===== config.mk =====
export PLATFORM = sky130hd
export DESIGN_NAME = signed_display_driver
export DESIGN_NICKNAME = d
export VERILOG_FILES = /design/src/rtl/signed_display_driver_pkg.sv /design/src/rtl/bcd_to_seg7.sv /design/src/rtl/signed_display_driver.sv
export SDC_FILE = /design/constraint.sdc
export NUM_CORES = 1
export LEC_CHECK = 0
export ABC_AREA = 1
export BUFFER_PORTS_ARGS = -buffer_cell sky130_fd_sc_hd__buf_4
export CAP_MARGIN = 15
export CORE_AREA = 5 5 95 97
export DETAILED_ROUTE_END_ITERATION = 10
export DIE_AREA = 0 0 100 102
export GPL_ROUTABILITY_DRIVEN = 0
export PLACE_DENSITY = 0.66
export SLEW_MARGIN = 20
export SYNTH_ARGS = -nofsm -noshare
export SYNTH_HDL_FRONTEND = slang
export SYNTH_SLANG_ARGS = --single-unit

===== constraint.sdc =====
create_clock -name clk -period 3.2 [get_ports clk]
set_clock_uncertainty 0.1 [all_clocks]
set_input_delay 0.32 -clock clk [delete_from_list [all_inputs] [get_ports clk]]
set_output_delay 0.32 -clock clk [all_outputs]
set_load 0.005 [all_outputs]

===== src/rtl/signed_display_driver_pkg.sv =====
// Shared definitions for the seven-segment display blocks: FSM states,
// internal symbol codes held in the display registers, and segment patterns.
package signed_display_driver_pkg;

    typedef enum logic [1:0] {StIdle, StConv, StCommit} state_e;

    // Non-numeric symbols share the 4-bit code space with BCD digits 0-9
    localparam logic [3:0] SYM_MINUS = 4'hA;
    localparam logic [3:0] SYM_E     = 4'hE;
    localparam logic [3:0] SYM_BLANK = 4'hF;

    localparam logic [6:0] SEG_0     = 7'b1111110;
    localparam logic [6:0] SEG_1     = 7'b0110000;
    localparam logic [6:0] SEG_2     = 7'b1101101;
    localparam logic [6:0] SEG_3     = 7'b1111001;
    localparam logic [6:0] SEG_4     = 7'b0110011;
    localparam logic [6:0] SEG_5     = 7'b1011011;
    localparam logic [6:0] SEG_6     = 7'b1011111;
    localparam logic [6:0] SEG_7     = 7'b1110000;
    localparam logic [6:0] SEG_8     = 7'b1111111;
    localparam logic [6:0] SEG_9     = 7'b1111011;
    localparam logic [6:0] SEG_MINUS = 7'b0000001;
    localparam logic [6:0] SEG_BLANK = 7'b0000000;
    localparam logic [6:0] SEG_E     = 7'b1001111;

    function automatic logic [3:0] add3(input logic [3:0] d);
        return (d >= 4'd5) ? d + 4'd3 : d;
    endfunction

endpackage


===== src/rtl/bcd_to_seg7.sv =====
// Combinational decoder from a display symbol code (BCD digit, minus, E,
// blank) to active-high segments {a,b,c,d,e,f,g}.
module bcd_to_seg7
    import signed_display_driver_pkg::*;
(
    input  logic [3:0] code,
    output logic [6:0] seg
);

    always_comb begin
        seg = SEG_BLANK;
        case (code)
            4'd0:      seg = SEG_0;
            4'd1:      seg = SEG_1;
            4'd2:      seg = SEG_2;
            4'd3:      seg = SEG_3;
            4'd4:      seg = SEG_4;
            4'd5:      seg = SEG_5;
            4'd6:      seg = SEG_6;
            4'd7:      seg = SEG_7;
            4'd8:      seg = SEG_8;
            4'd9:      seg = SEG_9;
            SYM_MINUS: seg = SEG_MINUS;
            SYM_E:     seg = SEG_E;
            default:   seg = SEG_BLANK;
        endcase
    end

endmodule


===== src/rtl/signed_display_driver.sv =====
// Signed binary to multiplexed seven-segment display: serial double-dabble
// conversion, sign/overflow formatting at commit, free-running digit scanner.
module signed_display_driver
    import signed_display_driver_pkg::*;
#(
    parameter int unsigned W        = 8,
    parameter int unsigned N_DIGITS = 4,
    parameter int unsigned SCAN_DIV = 1000
) (
    input  logic                clk,
    input  logic                reset,
    input  logic [W-1:0]        value,
    input  logic                load,
    output logic                busy,
    output logic                done,
    output logic                ovf,
    output logic [N_DIGITS-1:0] an,
    output logic [6:0]          seg
);

    localparam int unsigned BW = 4 * N_DIGITS;
    localparam int unsigned CW = $clog2(W + 1);
    localparam int unsigned PW = (SCAN_DIV > 1) ? $clog2(SCAN_DIV) : 1;
    localparam int unsigned IW = $clog2(N_DIGITS);

    state_e        state_q;
    logic          sign_q;
    logic [W-1:0]  mag_q;
    logic [BW-1:0] bcd_q;
    logic [BW-1:0] bcd_adj;
    logic          flag_q;
    logic [CW-1:0] cnt_q;
    logic          done_q;
    logic          ovf_q;
    logic          ovf_d;
    logic [3:0]    disp_q [N_DIGITS];
    logic [3:0]    disp_d [N_DIGITS];
    logic [PW-1:0] presc_q;
    logic [IW-1:0] idx_q;
    logic          nz;
    int            msd;

    always_comb begin
        bcd_adj = '0;
        for (int i = 0; i < N_DIGITS; i++) begin
            bcd_adj[4*i +: 4] = add3(bcd_q[4*i +: 4]);
        end
    end

    // Formatting of the finished BCD value into display symbols
    always_comb begin
        nz  = 1'b0;
        msd = 0;
        for (int i = 0; i < N_DIGITS; i++) begin
            if (bcd_q[4*i +: 4] != 4'd0) begin
                nz  = 1'b1;
                msd = i;
            end
        end
        ovf_d = flag_q | (sign_q & nz & (msd == int'(N_DIGITS) - 1));
        for (int i = 0; i < N_DIGITS; i++) begin
            if (ovf_d) begin
                disp_d[i] = SYM_E;
            end else if (!nz) begin
                disp_d[i] = (i == 0) ? 4'd0 : SYM_BLANK;
            end else if (i <= msd) begin
                disp_d[i] = bcd_q[4*i +: 4];
            end else if (sign_q && (i == msd + 1)) begin
                disp_d[i] = SYM_MINUS;
            end else begin
                disp_d[i] = SYM_BLANK;
            end
        end
    end

    always_ff @(posedge clk or posedge reset) begin
        if (reset) begin
            state_q <= StIdle;
            sign_q  <= 1'b0;
            mag_q   <= '0;
            bcd_q   <= '0;
            flag_q  <= 1'b0;
            cnt_q   <= '0;
            done_q  <= 1'b0;
            ovf_q   <= 1'b0;
            for (int i = 0; i < N_DIGITS; i++) begin
                disp_q[i] <= SYM_BLANK;
            end
        end else begin
            done_q <= 1'b0;
            case (state_q)
                StIdle: begin
                    if (load) begin
                        sign_q  <= value[W-1];
                        mag_q   <= value[W-1] ? (~value + W'(1)) : value;
                        bcd_q   <= '0;
                        flag_q  <= 1'b0;
                        cnt_q   <= '0;
                        state_q <= StConv;
                    end
                end
                StConv: begin
                    bcd_q <= {bcd_adj[BW-2:0], mag_q[W-1]};
                    mag_q <= mag_q << 1;
                    if (bcd_adj[BW-1]) begin
                        flag_q <= 1'b1;
                    end
                    cnt_q <= cnt_q + CW'(1);
                    if (cnt_q == CW'(W - 1)) begin
                        state_q <= StCommit;
                    end
                end
                StCommit: begin
                    disp_q  <= disp_d;
                    ovf_q   <= ovf_d;
                    done_q  <= 1'b1;
                    state_q <= StIdle;
                end
                default: state_q <= StIdle;
            endcase
        end
    end

    always_ff @(posedge clk or posedge reset) begin
        if (reset) begin
            presc_q <= '0;
            idx_q   <= '0;
        end else if (presc_q == PW'(SCAN_DIV - 1)) begin
            presc_q <= '0;
            idx_q   <= (idx_q == IW'(N_DIGITS - 1)) ? '0 : idx_q + IW'(1);
        end else begin
            presc_q <= presc_q + PW'(1);
        end
    end

    assign busy = (state_q != StIdle);
    assign done = done_q;
    assign ovf  = ovf_q;
    assign an   = N_DIGITS'(1) << idx_q;

    bcd_to_seg7 u_bcd_to_seg7 (
        .code (disp_q[idx_q]),
        .seg  (seg)
    );

endmodule

# Word level (Yosys, flattened, before mapping)
# Memory sizes are Yosys's and may differ from the RTL's.
# Cells that the tools add are included.
[word_totals] register_bits=62 romBits=112 input_bits=11 output_inout_bits=14 n_memories=1
[memory_table] name="(name not given)" depth=16 word_bits=7 read_ports=1 rd_ports_with_merged_regs=0 write_ports=0 line="bcd_to_seg7.sv:12" text="case (code)"
[classes] addsub=9 magnitude_cmp=9 n_eq_ne=12 shift=1 mux=46 bitwise_logic=5 reduce_logical=16
[op_table] op="$mux W4" n=19
[op_table] op="$eq A3 B32 Y1 const A" n=2
[op_table] op="$le A3 B32 Y1 const A" n=2
[op_table] op="$mux W32" n=2
[op_table] op="$add A32 B2 Y32 const B" n=1
[op_table] op="$eq A2 B32 Y1 const A" n=1
[op_table] op="$eq A32 B3 Y1 const B" n=1
[op_table] op="$le A1 B32 Y1 const A" n=1
[op_table] op="$le A2 B32 Y1 const A" n=1
[op_table] op="$logic_not A32 Y1" n=1
[op_table] op="$pmux W16 S2" n=1
[op_table] op="$add A4 B2 Y4 const B" n=4
[op_table] op="$ge A4 B3 Y1 const B" n=4
[op_table] op="$mux W16" n=1
[op_table] op="$mux W8" n=2
[op_table] op="$pmux W8 S2" n=1
[op_table] op="$reduce_bool A4 Y1" n=4
[op_table] op="$mux W3" n=4
[op_table] op="$add A10 B1 Y10 const B" n=1
[op_table] op="$eq A10 B10 Y1 const B" n=1
[op_table] op="$mux W10" n=1
[op_table] op="$add A8 B1 Y8 const B" n=1
[op_table] op="$bmux W4 S2" n=1
[op_table] op="$mux W1" n=8
[op_table] op="other kinds (21)" n=33

# Longest topological paths before layout
# Gate-level depths: netlist of run 1.
[logic_depth] ltp_word=11 mapped_depth=11 depth_no_buf=10

# By module
# A second synthesis of run 1 with hierarchy kept.
[unflattened] cells_unflattened=442 hier_area_um2=3593.4
[by_module_without_submodules] module="signed_display_driver" n_inst=1 cells_each=400 area_each_um2=3338.2
[by_module_without_submodules] module="bcd_to_seg7" n_inst=1 cells_each=42 area_each_um2=255.2

# Worst setup path after synthesis of run 1
# OpenSTA, ideal clock, no wires.
[synth_path] path_type="register -> output" startpoint="register idx_q[0]" endpoint="output port seg[3]" t_arrival_ns=1.586 slack_ns=1.194 path_stages_with_launch=11 n_path_buf=1 path_cell_list="dfrtp_1 > buf_4 > inv_4 > nand2_1 > a32oi_1 > inv_1 > ha_1 > nand2_1 > nand2_1 > nand2_1 > nand2_1"
[synth_via] elab_chain_cells=5
[synth_lines] item="start, declared" line="signed_display_driver.sv:39" text="logic [IW-1:0] idx_q;"
[synth_lines] item="start signal, assigned" line="signed_display_driver.sv:130" text="idx_q <= (idx_q == IW'(N_DIGITS - 1)) ? '0 : idx_q + IW'(1);"
[synth_lines] item="$not A2 Y3 (implied by the code)" line="signed_display_driver.sv:142" text=".code (disp_q[idx_q]),"
[synth_lines] item="$bmux W4 S2" line="signed_display_driver.sv:142"
[synth_lines] item="$mux W4 (implied by the code) (2 in a row)" line="signed_display_driver.sv:142"
[synth_lines] item="$mem_v2 Z16 W7"
[synth_lines] item="end, declared" line="signed_display_driver.sv:18" text="output logic [6:0] seg"
# Every way passes these cells. The select of a mux whose other input is x is not followed.

# Final worst setup path of run 1
# Same ends and word-level chain as after synthesis.

==> run summary, run 1 <==
* complete, but fails checks — run status
* negative hold slack — failing checks
* 0.836 — final worst path period share
* 5530 µm — HPWL reported at the end of detailed placement
* 154 — Initial DRC Count
* 5 — DR pass1 iterations
* 7.78 µm² — Avg Inst Size Synth
* 7400 µm — wirelength, routed
* 31 — post-synth cell types
* 0 — number of buffers inserted by post-CTS setup repair
* 0.433 — proportion of synthesized chip area in sequential cells
* 0.00362 W — overall power
* 0 — Maximum Capacitance Violations
* input pin to asynchronous set/reset pin — Hold WC Path Type
* 10,200 µm² — die area
* -0.00183 ns — Fin Hold WS
* 0.35 ns — clock insertion delay at the later pin of the skew report
* 0.150 — layout cells sized above 1
* 0 — total global routing overflow
* 0.161 — Global Route Usage Sum
* 12 — largest fanout on the critical path
* done — clock tree from TritonCTS
* 3,018 — vias post-DR
* 33 — Std-Cell Rows
* 2 — number of buffers on the longest clock path
* sky130_fd_sc_hd__clkbuf_8 — root buffer selected by CTS
* 0.732 ns — slew at the pin closest to its max-slew limit
* 5 — Hold Violations, Final
* 102 µm — die height
* 100 µm — Die Wd
* 501 — number of nets produced by synthesis
* 1.26 ns — reg-to-reg slack, setup
* 0 — initial antenna violation count
* 0.890 ns — worst slack, placed
* 12.3 µm — WL/cell
* 8050 µm² — core outline area
* 0 — number of antenna-violating nets in the routed design
* 0 — Post-CTS Hold Fix Bufs
* 3630 µm² — post-synthesis cell area
* 24 — Buffers on Ports
* 2.08 nW — LEAKAGE
* output pin — capturing element type of the critical path
* 0.0437 — GR met3 Demand/Resource
* 34 — largest net degree at the start of global routing
* 0 — post-cts sizing count
* 13,300 µm — global-route wire length before repair
* 2,971 — via count of the first global-routing pass
* 2.67 ns — post-layout minimum cycle time
* 62 — number of clock sinks
* 2.25 ns — Critical Path AT
* 466 — Gate Count Post-Synth
* 2.78 ns — required time of the critical path
* 374 MHz — maximum clock frequency
* 0.08 ns — clock transition time at the flip-flop clock pins of the worst setup and hold paths
* 0.511 — relative slew slack
* 25 — # IOs
* 13.8% — P&R area growth vs syn
* 3 — deepest level of the CTS H-tree
* idx_q[0] — start point of the critical path
* false — RSZ-0062 raised after global routing
* 529 — number of nets in the finished design
* 0 — number of pins exceeding their max-slew limit in the final report
* flip-flop to output pin — WS Path Type
* 0 ns — setup TNS
* 878 nW/µm² — cell area power density
* 0 — count of synthesis-stage warnings from yosys
* flip-flop — startpoint kind of the worst setup timing path
* 5.00 — routed vias/inst
* 0.657 mV — maximum ir drop on the vdd rail
* 0 — antenna diode count
* state_q[1] — worst reg2reg path startpoint
* 9 — number of buffers inserted during clock tree synthesis
* 0.272 — met2 Resource Use GR
* met2 — peak-usage layer in the global routing report
* 0.451 — initial cell density of the core
* 0.525 ns — least setup slack across all paths after layout
* 62 — #FFs+latches synth
* 0.198 — met1 global-route usage
* 0 — # DRC
* 0 — final setup fails
[layer usage]
layer  wire length, µm  part of all wire  up-vias
met3               303             0.041       10
li1                  -                 -     1559
met5                 0                 0        -
met4               131             0.018        0
met2              3550              0.48       47
met1              3410              0.46     1402
[layout make-up]
type | count | area [µm²]
clock buffers | 9 | 124
clock inverters | 7 | 98.8
fillers | 790 | 3930
inverters | 67 | 254
multi-input cells | 329 | 1750
flip-flops and latches | 62 | 1570
well taps | 105 | 131
repair buffers | 25 | 200
[per-stage QoR]
step                      cells  cell area (µm²)  hold slack (ns)   util
final                       604             4130         -0.00183  0.513
after global routing        604             4130           0.0471  0.513
after CTS                   604             4130           0.0400  0.513
after detailed placement    588             3900            0.363  0.485
after global placement      588             3900            0.353  0.485
after floorplan             466             3630            0.332      -
[cell usage after synthesis]
master | n | area, µm²
sky130_fd_sc_hd__o211ai_1 | 5 | 37.5
sky130_fd_sc_hd__nand3b_1 | 1 | 7.51
sky130_fd_sc_hd__or2_1 | 1 | 6.26
sky130_fd_sc_hd__nor2_1 | 52 | 195
sky130_fd_sc_hd__a22oi_1 | 5 | 37.5
sky130_fd_sc_hd__or2_2 | 3 | 18.8
sky130_fd_sc_hd__nand2_1 | 108 | 405
sky130_fd_sc_hd__buf_4 | 1 | 7.51
sky130_fd_sc_hd__ha_1 | 24 | 300
sky130_fd_sc_hd__o21ai_1 | 15 | 75.1
sky130_fd_sc_hd__nand2_2 | 4 | 25.0
sky130_fd_sc_hd__a21oi_1 | 19 | 95.1
sky130_fd_sc_hd__dfrtp_1 | 46 | 1150
sky130_fd_sc_hd__xor2_1 | 8 | 70.1
sky130_fd_sc_hd__inv_1 | 61 | 229
sky130_fd_sc_hd__o22ai_1 | 4 | 25.0
sky130_fd_sc_hd__nor3_1 | 1 | 5.00
sky130_fd_sc_hd__nor2_2 | 1 | 6.26
sky130_fd_sc_hd__a32oi_1 | 1 | 8.76
sky130_fd_sc_hd__inv_2 | 5 | 18.8
sky130_fd_sc_hd__nand3_1 | 30 | 150
sky130_fd_sc_hd__buf_2 | 5 | 25.0
sky130_fd_sc_hd__nor2_4 | 3 | 33.8
sky130_fd_sc_hd__nand4_1 | 3 | 18.8
sky130_fd_sc_hd__a31oi_1 | 4 | 25.0
sky130_fd_sc_hd__inv_4 | 1 | 6.26
sky130_fd_sc_hd__o32ai_1 | 3 | 26.3
sky130_fd_sc_hd__dfstp_2 | 16 | 420
sky130_fd_sc_hd__buf_6 | 2 | 22.5
sky130_fd_sc_hd__o21ai_0 | 33 | 165
sky130_fd_sc_hd__a22o_1 | 1 | 8.76
[kinds of logic (layout without fill, tap and decap cells)]
kind of cell    after synthesis  count (layout)  synth area share
compound gates               90              90             0.139
xor+xnor                      8               8            0.0193
fa+ha+maj                    24              24            0.0828
buf+inv                      75             108            0.0852
flops                        62              62             0.433
simple gates                207             207             0.240
[path summary, 6_finish.rpt]
kind	cells past startpoint	to
setup / recovery	10	seg[3]
hold / removal	2	presc_q[3]
max in group asynchronous	3	disp_q[8]
min in group clk	3	mag_q[6]
hold reg to reg	1	presc_q[0]
setup reg to reg	6	mag_q[3]
[state kept, by name (all words and copies together), names as in the netlist]
register and flops:
bcd_q 16, disp_q 16, presc_q 10, mag_q 8, cnt_q 4, idx_q 2
state_q 2, done 1, flag_q 1, ovf 1, sign_q 1
[power breakdown]
group | switching (W) | internal [W]
combinational | 0.000960 | 0.000613
sequential | 0.000197 | 0.00109
clock | 0.000324 | 0.000440
[critical path, stage by stage, from the launching register on]
cell and delay, ns:
sky130_fd_sc_hd__dfrtp_1 0.53, sky130_fd_sc_hd__inv_4 0.18, sky130_fd_sc_hd__nand2_1 0.07, sky130_fd_sc_hd__a32oi_1 0.29, sky130_fd_sc_hd__inv_1 0.15, sky130_fd_sc_hd__ha_1 0.31
sky130_fd_sc_hd__nand2_1 0.09, sky130_fd_sc_hd__nand2_1 0.05, sky130_fd_sc_hd__nand2_1 0.06, sky130_fd_sc_hd__nand2_1 0.06, sky130_fd_sc_hd__buf_4 0.13
[placed cells by master, fill, tap and decap left out]
cell | netlist | layout
sky130_fd_sc_hd__nand2_1 | 108 | 108
sky130_fd_sc_hd__inv_1 | 61 | 60
sky130_fd_sc_hd__nor2_1 | 52 | 52
sky130_fd_sc_hd__dfrtp_1 | 46 | 46
sky130_fd_sc_hd__o21ai_0 | 33 | 33
sky130_fd_sc_hd__nand3_1 | 30 | 30
sky130_fd_sc_hd__ha_1 | 24 | 24
sky130_fd_sc_hd__buf_4 | 1 | 24
sky130_fd_sc_hd__a21oi_1 | 19 | 19
sky130_fd_sc_hd__dfstp_2 | 16 | 16
sky130_fd_sc_hd__o21ai_1 | 15 | 15
sky130_fd_sc_hd__clkbuf_8 | 0 | 9
sky130_fd_sc_hd__xor2_1 | 8 | 8
sky130_fd_sc_hd__inv_2 | 5 | 6
sky130_fd_sc_hd__o211ai_1 | 5 | 5
sky130_fd_sc_hd__a22oi_1 | 5 | 5
sky130_fd_sc_hd__nand2_2 | 4 | 4
sky130_fd_sc_hd__o22ai_1 | 4 | 4
sky130_fd_sc_hd__a31oi_1 | 4 | 4
sky130_fd_sc_hd__nor2_4 | 3 | 3
sky130_fd_sc_hd__o32ai_1 | 3 | 3
sky130_fd_sc_hd__nand4_1 | 3 | 3
sky130_fd_sc_hd__or2_2 | 3 | 3
sky130_fd_sc_hd__clkinv_4 | 0 | 3
sky130_fd_sc_hd__bufinv_16 | 0 | 2
sky130_fd_sc_hd__nor2_2 | 1 | 1
sky130_fd_sc_hd__inv_4 | 1 | 1
sky130_fd_sc_hd__a32oi_1 | 1 | 1
sky130_fd_sc_hd__nor3_1 | 1 | 1
sky130_fd_sc_hd__nand3b_1 | 1 | 1
sky130_fd_sc_hd__a22o_1 | 1 | 1
sky130_fd_sc_hd__or2_1 | 1 | 1
sky130_fd_sc_hd__clkinv_2 | 0 | 1
sky130_fd_sc_hd__clkinvlp_4 | 0 | 1
sky130_fd_sc_hd__buf_12 | 0 | 1
No activity file was read; power rests on OpenSTA's default activity.
==> run 2: changes to the inputs <==
--- a/config.mk
+++ b/config.mk
@@ -5,12 +5,12 @@
 export SDC_FILE = /design/constraint.sdc
 export NUM_CORES = 1
 export LEC_CHECK = 0
-export ABC_AREA = 1
+export ABC_AREA = 0
 export BUFFER_PORTS_ARGS = -buffer_cell sky130_fd_sc_hd__buf_4
 export CAP_MARGIN = 15
-export CORE_AREA = 5 5 95 97
+export CORE_AREA = 5 5 93 95
 export DETAILED_ROUTE_END_ITERATION = 10
-export DIE_AREA = 0 0 100 102
+export DIE_AREA = 0 0 98 100
 export GPL_ROUTABILITY_DRIVEN = 0
 export PLACE_DENSITY = 0.66
 export SLEW_MARGIN = 20
==> constraint.sdc (replaced) <==
create_clock -name clk -period 2.5 [get_ports clk]
set_clock_uncertainty 0.1 [all_clocks]
set_input_delay 0.25 -clock clk [delete_from_list [all_inputs] [get_ports clk]]
set_output_delay 0.25 -clock clk [all_outputs]
set_load 0.005 [all_outputs]
==> run 2 against run 1 <==
Against the previous run: the run now ends clean; clock-buffer cell count rose by 2; area after synthesis fell by 4.1%; clock power rose by 58%; sequential power rose by 29%; critical path type unchanged; sequential share of layout area rose by 0.13 points; cell count fell by 18%; routed wire length fell by 6.4%; hold slack improved by 0.035 ns; combinational power rose by 17%.
==> run summary, run 2 <==
* 2,573 — via count of the first global-routing pass, -13%
* 63 — largest net degree at the start of global routing, +85%
* 3480 µm² — post-synthesis cell area, -4.1%
* 14.0 µm — WL/cell, +15%
* 4880 µm — HPWL reported at the end of detailed placement, -12%
* input pin to asynchronous set/reset pin — Hold WC Path Type
* 0 — # DRC, unchanged
* 0.07 ns — clock transition time at the flip-flop clock pins of the worst setup and hold paths, about the same
* 0.0427 ns — least setup slack across all paths after layout, -0.483 ns
* sky130_fd_sc_hd__dfrtp_1 — dominant register cell in the synthesized netlist
* sky130_fd_sc_hd__dfrtp_1 — most common cell after layout, fill and taps aside
* flip-flop to output pin — WS Path Type
* bcd_q x16, disp_q x16, presc_q x10 — Top Registers
* 407 MHz — maximum clock frequency
* met4 — top layer in use
* 0 — Maximum Capacitance Violations, unchanged
* sky130_fd_sc_hd__clkbuf_8 — root buffer selected by CTS
* 9.77 µm² — Avg Inst Size Synth, +26%
* 3380 µm — met2 wire len, -4.8%
* 0.331 — fraction of synthesized cell area taken by the top area cell type, +0.0136
* flip-flop — startpoint kind of the worst setup timing path
* 4 — largest fanout on the critical path, -8
* 1570 µm² — area used by sequential logic in the layout, about the same
* 1150 nW/µm² — cell area power density, +31%
* 475 — Cell Count Post-Placement, -19%
* 2.46 ns — post-layout minimum cycle time
* 0.150 — Global Route Usage Sum, -0.0106
* 62 — number of clock sinks, unchanged
* true — RSZ-0062 raised after global routing
* 0 — antenna diode count, unchanged
* 0.553 mV — maximum ir drop on the vdd rail, -16%
* 4120 µm² — Final Instance Area, -0.27%
* 0.33 ns — clock insertion delay at the later pin of the skew report, -0.02 ns
* 0.280 ns — worst slack, placed, -0.610 ns
* 1.00 — share of flip-flops with an asynchronous set or reset, unchanged
* sky130_fd_sc_hd__dfrtp_1, sky130_fd_sc_hd__dfstp_2, sky130_fd_sc_hd__ha_1 — most area-consuming cells after synthesis
* 2 — number of buffers on the longest clock path, unchanged
* 5 — number of cell instances on the worst register-to-register path, -1
* 95 — Initial DRC Count, -38%
* sky130_fd_sc_hd__dfrtp_1 — most numerous cell in the Yosys netlist
* 2,655 — vias post-DR, -12%
* 0 — initial antenna violation count, unchanged
* 0.220 — layout cells sized above 1, +0.0696
* 0.455 — initial cell density of the core, +0.00434
* 421 — number of nets in the finished design, -20%
* 50 — post-synth cell types, +61%
* 25 — # IOs, unchanged
* 0 — number of pins exceeding their max-slew limit in the final report, unchanged
* bcd_q[12] — worst reg2reg path startpoint
* 0 — count of synthesis-stage warnings from yosys, unchanged
* 2.15 ns — required time of the critical path, -0.63 ns
* 0 — total global routing overflow, unchanged
* 62 — #FFs+latches synth, unchanged
* output pin — capturing element type of the critical path
* 0.983 — final worst path period share
* 0 — number of enable-type register cells in the synthesized netlist, unchanged
* 3 — deepest level of the CTS H-tree, unchanged
* 391 — number of nets produced by synthesis, -22%
* 18.3% — P&R area growth vs syn
* 1780 µm² — multi-input gate area in the final layout, +2.0%
* 9800 µm² — die area, -3.9%
* 3200 µm — met1 WL, -6.0%
* 9 — number of buffers inserted during clock tree synthesis, unchanged
* 100 µm — die height, -2.0%
* 0.0335 ns — Fin Hold WS, +0.0354 ns
* 0 — Hold Violations, Final, -5
* 7650 µm² — core outline area, -5.0%
* 0.00472 W — overall power, +30%
* 1.75 nW — LEAKAGE, -16%
* 356 — Gate Count Post-Synth, -24%
* sky130_fd_sc_hd__dfrtp_1, sky130_fd_sc_hd__o21ai_1, sky130_fd_sc_hd__nand2_1, sky130_fd_sc_hd__ha_1, sky130_fd_sc_hd__inv_1 — most frequent cells after synthesis
* 246 µm — total met3 wirelength after detailed routing, -19%
* 4 — DR pass1 iterations, -1
* idx_q[0] — start point of the critical path
* 0 — number of antenna-violating nets in the routed design, unchanged
* 24 — Buffers on Ports, unchanged
* 493 — Cell Count, Final, Fillers Out, -18%
* 0.467 — relative slew slack, -0.0442
* finished clean — run status
* 32 — Std-Cell Rows, -3.0%
* 3780 µm² — Placed Area, -3.0%
* 0.452 — proportion of synthesized chip area in sequential cells, +0.0185
* 675 — FILL cells, -15%
* 5.39 — routed vias/inst, +7.8%
* 0 — final setup fails, unchanged
* sky130_fd_sc_hd__dfrtp_1 — post-synthesis cell type with the largest combined area
* sky130_fd_sc_hd__dfrtp_1, sky130_fd_sc_hd__o21ai_1, sky130_fd_sc_hd__nand2_1 — top library cells by usage in the layout, fill and taps aside
* 0.797 ns — slew at the pin closest to its max-slew limit, +0.0654 ns
* 12,200 µm — global-route wire length before repair, -8.5%
* done — clock tree from TritonCTS
* 2.11 ns — Critical Path AT, -0.14 ns
* 6920 µm — wirelength, routed, -6.4%
* 98 µm — Die Wd, -2.0%
[run 2: cell count changes in the layout (fill, tap and decap cells not counted), moves of 16 or more]
cell and delta:
sky130_fd_sc_hd__nand2_1 -70, sky130_fd_sc_hd__inv_1 -44, sky130_fd_sc_hd__o21ai_1 +26, sky130_fd_sc_hd__o21ai_0 -25
sky130_fd_sc_hd__nor2_1 -34, sky130_fd_sc_hd__nand3_1 -16
[run 2: cell type report]
cell class / count / share of cell area
Clock buffer: 11 / 0.0368
Sequential cell: 62 / 0.382
Tap cell: 102 / 0.0310
Timing Repair Buffer: 34 / 0.0660
Inverter: 21 / 0.0198
Multi-Input combinational cell: 258 / 0.433
Clock inverter: 5 / 0.0313
[run 2: repair_timing]
action                                  in CTS  in global routing
buffers inserted                             0                  2
hold buffers                                 0                  0
endpoints found under the setup margin       2                  5
resized for setup                            2                  7
pin swaps                                    0                  1
[run 2: stage by stage]
stage                util  setup TNS (ns)
finish              0.538               0
CTS                 0.532               0
floorplan               -               0
detailed placement  0.495               0
global route        0.538         -0.0816
global placement    0.495               0
[run 2: where the power goes]
| group | total, W | internal (W) | switching (W) |
|---|---|---|---|
| clock | 0.00121 | 0.000820 | 0.000389 |
| combinational | 0.00184 | 0.000868 | 0.000971 |
| sequential | 0.00167 | 0.00137 | 0.000301 |
[run 2: cell families (layout without fill, tap and decap cells)]
kind of cell               Yosys count  count (layout)  share of synthesized area
adders and majority gates           24              24                     0.0863
muxes                               12              12                     0.0504
DFF                                 62              62                      0.452
xor gates and xnor gates            16              16                     0.0403
buffers and inverters               36              71                     0.0439
and+or+nand+nor                    110             110                      0.158
AOI/OAI and AO/OA                   96              96                      0.170
[run 2: worst paths after layout]
check / to / slack (ns)
worst max-delay path: seg[3] / 0.04
worst min-delay path: presc_q[1] / 0.03
worst max register to register: disp_q[2] / 0.25
worst min register to register: presc_q[0] / 0.36
max in group asynchronous: idx_q[0] / 1.70
min in group clk: sign_q / 0.08
[run 2: metal layers]
| metal | track usage | vias to the layer above |
|---|---|---|
| met5 | 0 | - |
| met3 | 0.0368 | 8 |
| li1 | - | 1318 |
| met4 | 0.0437 | 0 |
| met1 | 0.198 | 1290 |
| met2 | 0.247 | 39 |
[run 2: critical path, cell delays in order (launching register included)]
cell	delay [ns]
sky130_fd_sc_hd__dfrtp_2	0.42
sky130_fd_sc_hd__mux4_2	0.56
sky130_fd_sc_hd__buf_6	0.15
sky130_fd_sc_hd__or2_4	0.26
sky130_fd_sc_hd__a21o_1	0.18
sky130_fd_sc_hd__o21ai_1	0.08
sky130_fd_sc_hd__buf_4	0.13
==> run 3: changes to the inputs <==
--- a/config.mk
+++ b/config.mk
@@ -13,6 +13,7 @@
 export DIE_AREA = 0 0 98 100
 export GPL_ROUTABILITY_DRIVEN = 0
 export PLACE_DENSITY = 0.66
+export SETUP_SLACK_MARGIN = 0.3
 export SLEW_MARGIN = 20
 export SYNTH_ARGS = -nofsm -noshare
 export SYNTH_HDL_FRONTEND = slang
==> run 3 against run 2 <==
Against the previous run: via count rose by 0.45%; global-route usage rose by 0.16 points; core utilization increased by 0.82 points.
==> run summary, run 3 (synthesis gave the netlist of run 2 again) <==
* finished clean — run status
* 12,300 µm — global-route wire length before repair, +0.91%
* disp_q[2] — endpoint of the lowest-slack register-to-register path
* 5 — number of cell instances on the worst register-to-register path, unchanged
* 2.12 ns — Critical Path AT, about the same
* 0 — number of pins exceeding their max-slew limit in the final report, unchanged
* 2 — number of buffers and inverters on the critical path, unchanged
* 0.557 mV — maximum ir drop on the vdd rail, +0.75%
* 63 — largest net degree at the start of global routing, unchanged
* 0 ns — setup TNS, unchanged
* input pin to asynchronous set/reset pin — Hold WC Path Type
* 20.1% — P&R area growth vs syn
* 0.987 — final worst path period share, +0.00400
* 24 — Buffers on Ports, unchanged
* buf_4 -> mux4_2 -> or2_4 -> a21o_1 -> o21ai_1 -> buf_4 — CP Cell Sequence
* 0 — antenna diode count, unchanged
* 0.0327 ns — least setup slack across all paths after layout, -0.00999 ns
* 7650 µm² — core outline area, unchanged
* sky130_fd_sc_hd__dfrtp_1, sky130_fd_sc_hd__o21ai_1, sky130_fd_sc_hd__nand2_1 — top library cells by usage in the layout, fill and taps aside
* 0.249 — layout cells sized above 1, +0.0294
* 0 — final setup fails, unchanged
* 2.47 ns — post-layout minimum cycle time, +0.00999 ns
* 100 µm — die height, unchanged
* 0 — total global routing overflow, unchanged
* bcd_q x16, disp_q x16, presc_q x10 — Top Registers
* 0 — Hold Violations, Final, unchanged
* 0.36 ns — reg-to-reg slack, setup, +0.11 ns
* 423 — number of nets in the finished design, +0.48%
* 1.77 nW — LEAKAGE, +1.0%
* 0 — # DRC, unchanged
* 5.39 — routed vias/inst, about the same
* 0 — Maximum Capacitance Violations, unchanged
* 3 — deepest level of the CTS H-tree, unchanged
* 4 — largest fanout on the critical path, unchanged
* 475 — Cell Count Post-Placement, unchanged
* 0.280 ns — worst slack, placed, unchanged
* 2 — number of buffers on the longest clock path, unchanged
* 2,602 — via count of the first global-routing pass, +1.1%
* multiplexers — cell family with the largest share of critical-path delay
* 25 — # IOs, unchanged
* sky130_fd_sc_hd__buf_4 — most common cell type on the critical path
* 111 — Initial DRC Count, +17%
* done — clock tree from TritonCTS
* 0.791 ns — slew at the pin closest to its max-slew limit, -0.00623 ns
* 1150 nW/µm² — cell area power density, +0.50%
* 62 — number of clock sinks, unchanged
* true — RSZ-0062 raised after global routing
* 32 — Std-Cell Rows, unchanged
* 0.152 — Global Route Usage Sum, +0.00163
* sky130_fd_sc_hd__mux4_2 — Slowest-stage cell, CP
* 0.07 ns — clock transition time at the flip-flop clock pins of the worst setup and hold paths, about the same
* flip-flop to output pin — WS Path Type
* 9800 µm² — die area, unchanged
* 0.0265 ns — Fin Hold WS, -0.00699 ns
* 7100 µm — wirelength, routed, +2.6%
* 0.455 — initial cell density of the core, unchanged
* bcd_q[12] — worst reg2reg path startpoint
* 0 — Post-CTS Hold Fix Bufs, unchanged
* 0.471 — relative slew slack, +0.00416
* 2,667 — vias post-DR, +0.45%
* output pin — capturing element type of the critical path
* 9 — number of buffers inserted during clock tree synthesis, unchanged
* 405 MHz — maximum clock frequency, -0.40%
* 4 — DR pass1 iterations, unchanged
* 0.00481 W — overall power, +2.0%
* 495 — Cell Count, Final, Fillers Out, +0.41%
* sky130_fd_sc_hd__clkbuf_8 — root buffer selected by CTS
* 4880 µm — HPWL reported at the end of detailed placement, unchanged
* 0.33 ns — clock insertion delay at the later pin of the skew report, about the same
* sky130_fd_sc_hd__dfrtp_1 — most common cell after layout, fill and taps aside
* 14.3 µm — WL/cell, +2.2%
* 0 — number of antenna-violating nets in the routed design, unchanged
* 0 — initial antenna violation count, unchanged
* 98 µm — Die Wd, unchanged
* 2.15 ns — required time of the critical path, about the same
* 0.53 ns — peak per-stage delay on the critical path, -0.03 ns
* flip-flop — startpoint kind of the worst setup timing path
[run 3: cell types whose count changed in the layout (fill, tap and decap cells not counted), moves of 2 or more]
cell,change
sky130_fd_sc_hd__ha_1,-2
sky130_fd_sc_hd__ha_4,+2
sky130_fd_sc_hd__nor2_1,-2
sky130_fd_sc_hd__nor2_2,+2
[run 3: per-stage QoR]
stage          instance area, µm²   util
2_1_floorplan                3480      -
3_3_place_gp                 3780  0.495
3_5_place_dp                 3780  0.495
4_1_cts                      4110  0.537
5_1_grt                      4180  0.546
6_report                     4180  0.546
[run 3: worst max path at each step]
stage,startpoint,to,slack [ns],cells past startpoint
floorplan,idx_q[0],seg[3],0.42,7
global placement,idx_q[0],seg[3],0.35,7
detailed placement,bcd_q[12],disp_q[6],0.28,5
CTS,idx_q[0],seg[3],0.10,6
global route,idx_q[0],seg[6],-0.04,7
finish,idx_q[0],seg[3],0.03,6
[run 3: cell type report]
type	count	area, µm²
well taps	102	128
fillers	672	3470
repair buffers	36	290
inverters	21	81.3
flip-flops and latches	62	1570
clock inverters	5	129
clock buffers	11	151
multi-input cells	258	1830
[run 3: repair_timing]
action | CTS | global route
resized for setup | 10 | 12
setup buffers | 3 | 1
endpoints found under the setup margin | 10 | 7
pin swaps | 3 | 4
gates cloned | 0 | 0
[run 3: worst min-delay path, cell delays in order]
cell and delay (ns):
sky130_fd_sc_hd__buf_4 0.11, sky130_fd_sc_hd__inv_2 0.03, sky130_fd_sc_hd__buf_4 0.58
[run 3: power by group]
| part | total, W | internal [W] | switching (W) |
|---|---|---|---|
| clock network | 0.00121 | 0.000820 | 0.000393 |
| registers | 0.00167 | 0.00137 | 0.000303 |
| logic | 0.00193 | 0.000914 | 0.00102 |
| total | 0.00481 | 0.00310 | 0.00171 |
[run 3: layer usage]
metal | GRT usage | up-vias | share of wire
met2 | 0.252 | 35 | 0.49
met3 | 0.0368 | 12 | 0.031
met4 | 0.0437 | 0 | 0.019
li1 | - | 1321 | -
met5 | 0 | - | 0
met1 | 0.198 | 1299 | 0.46
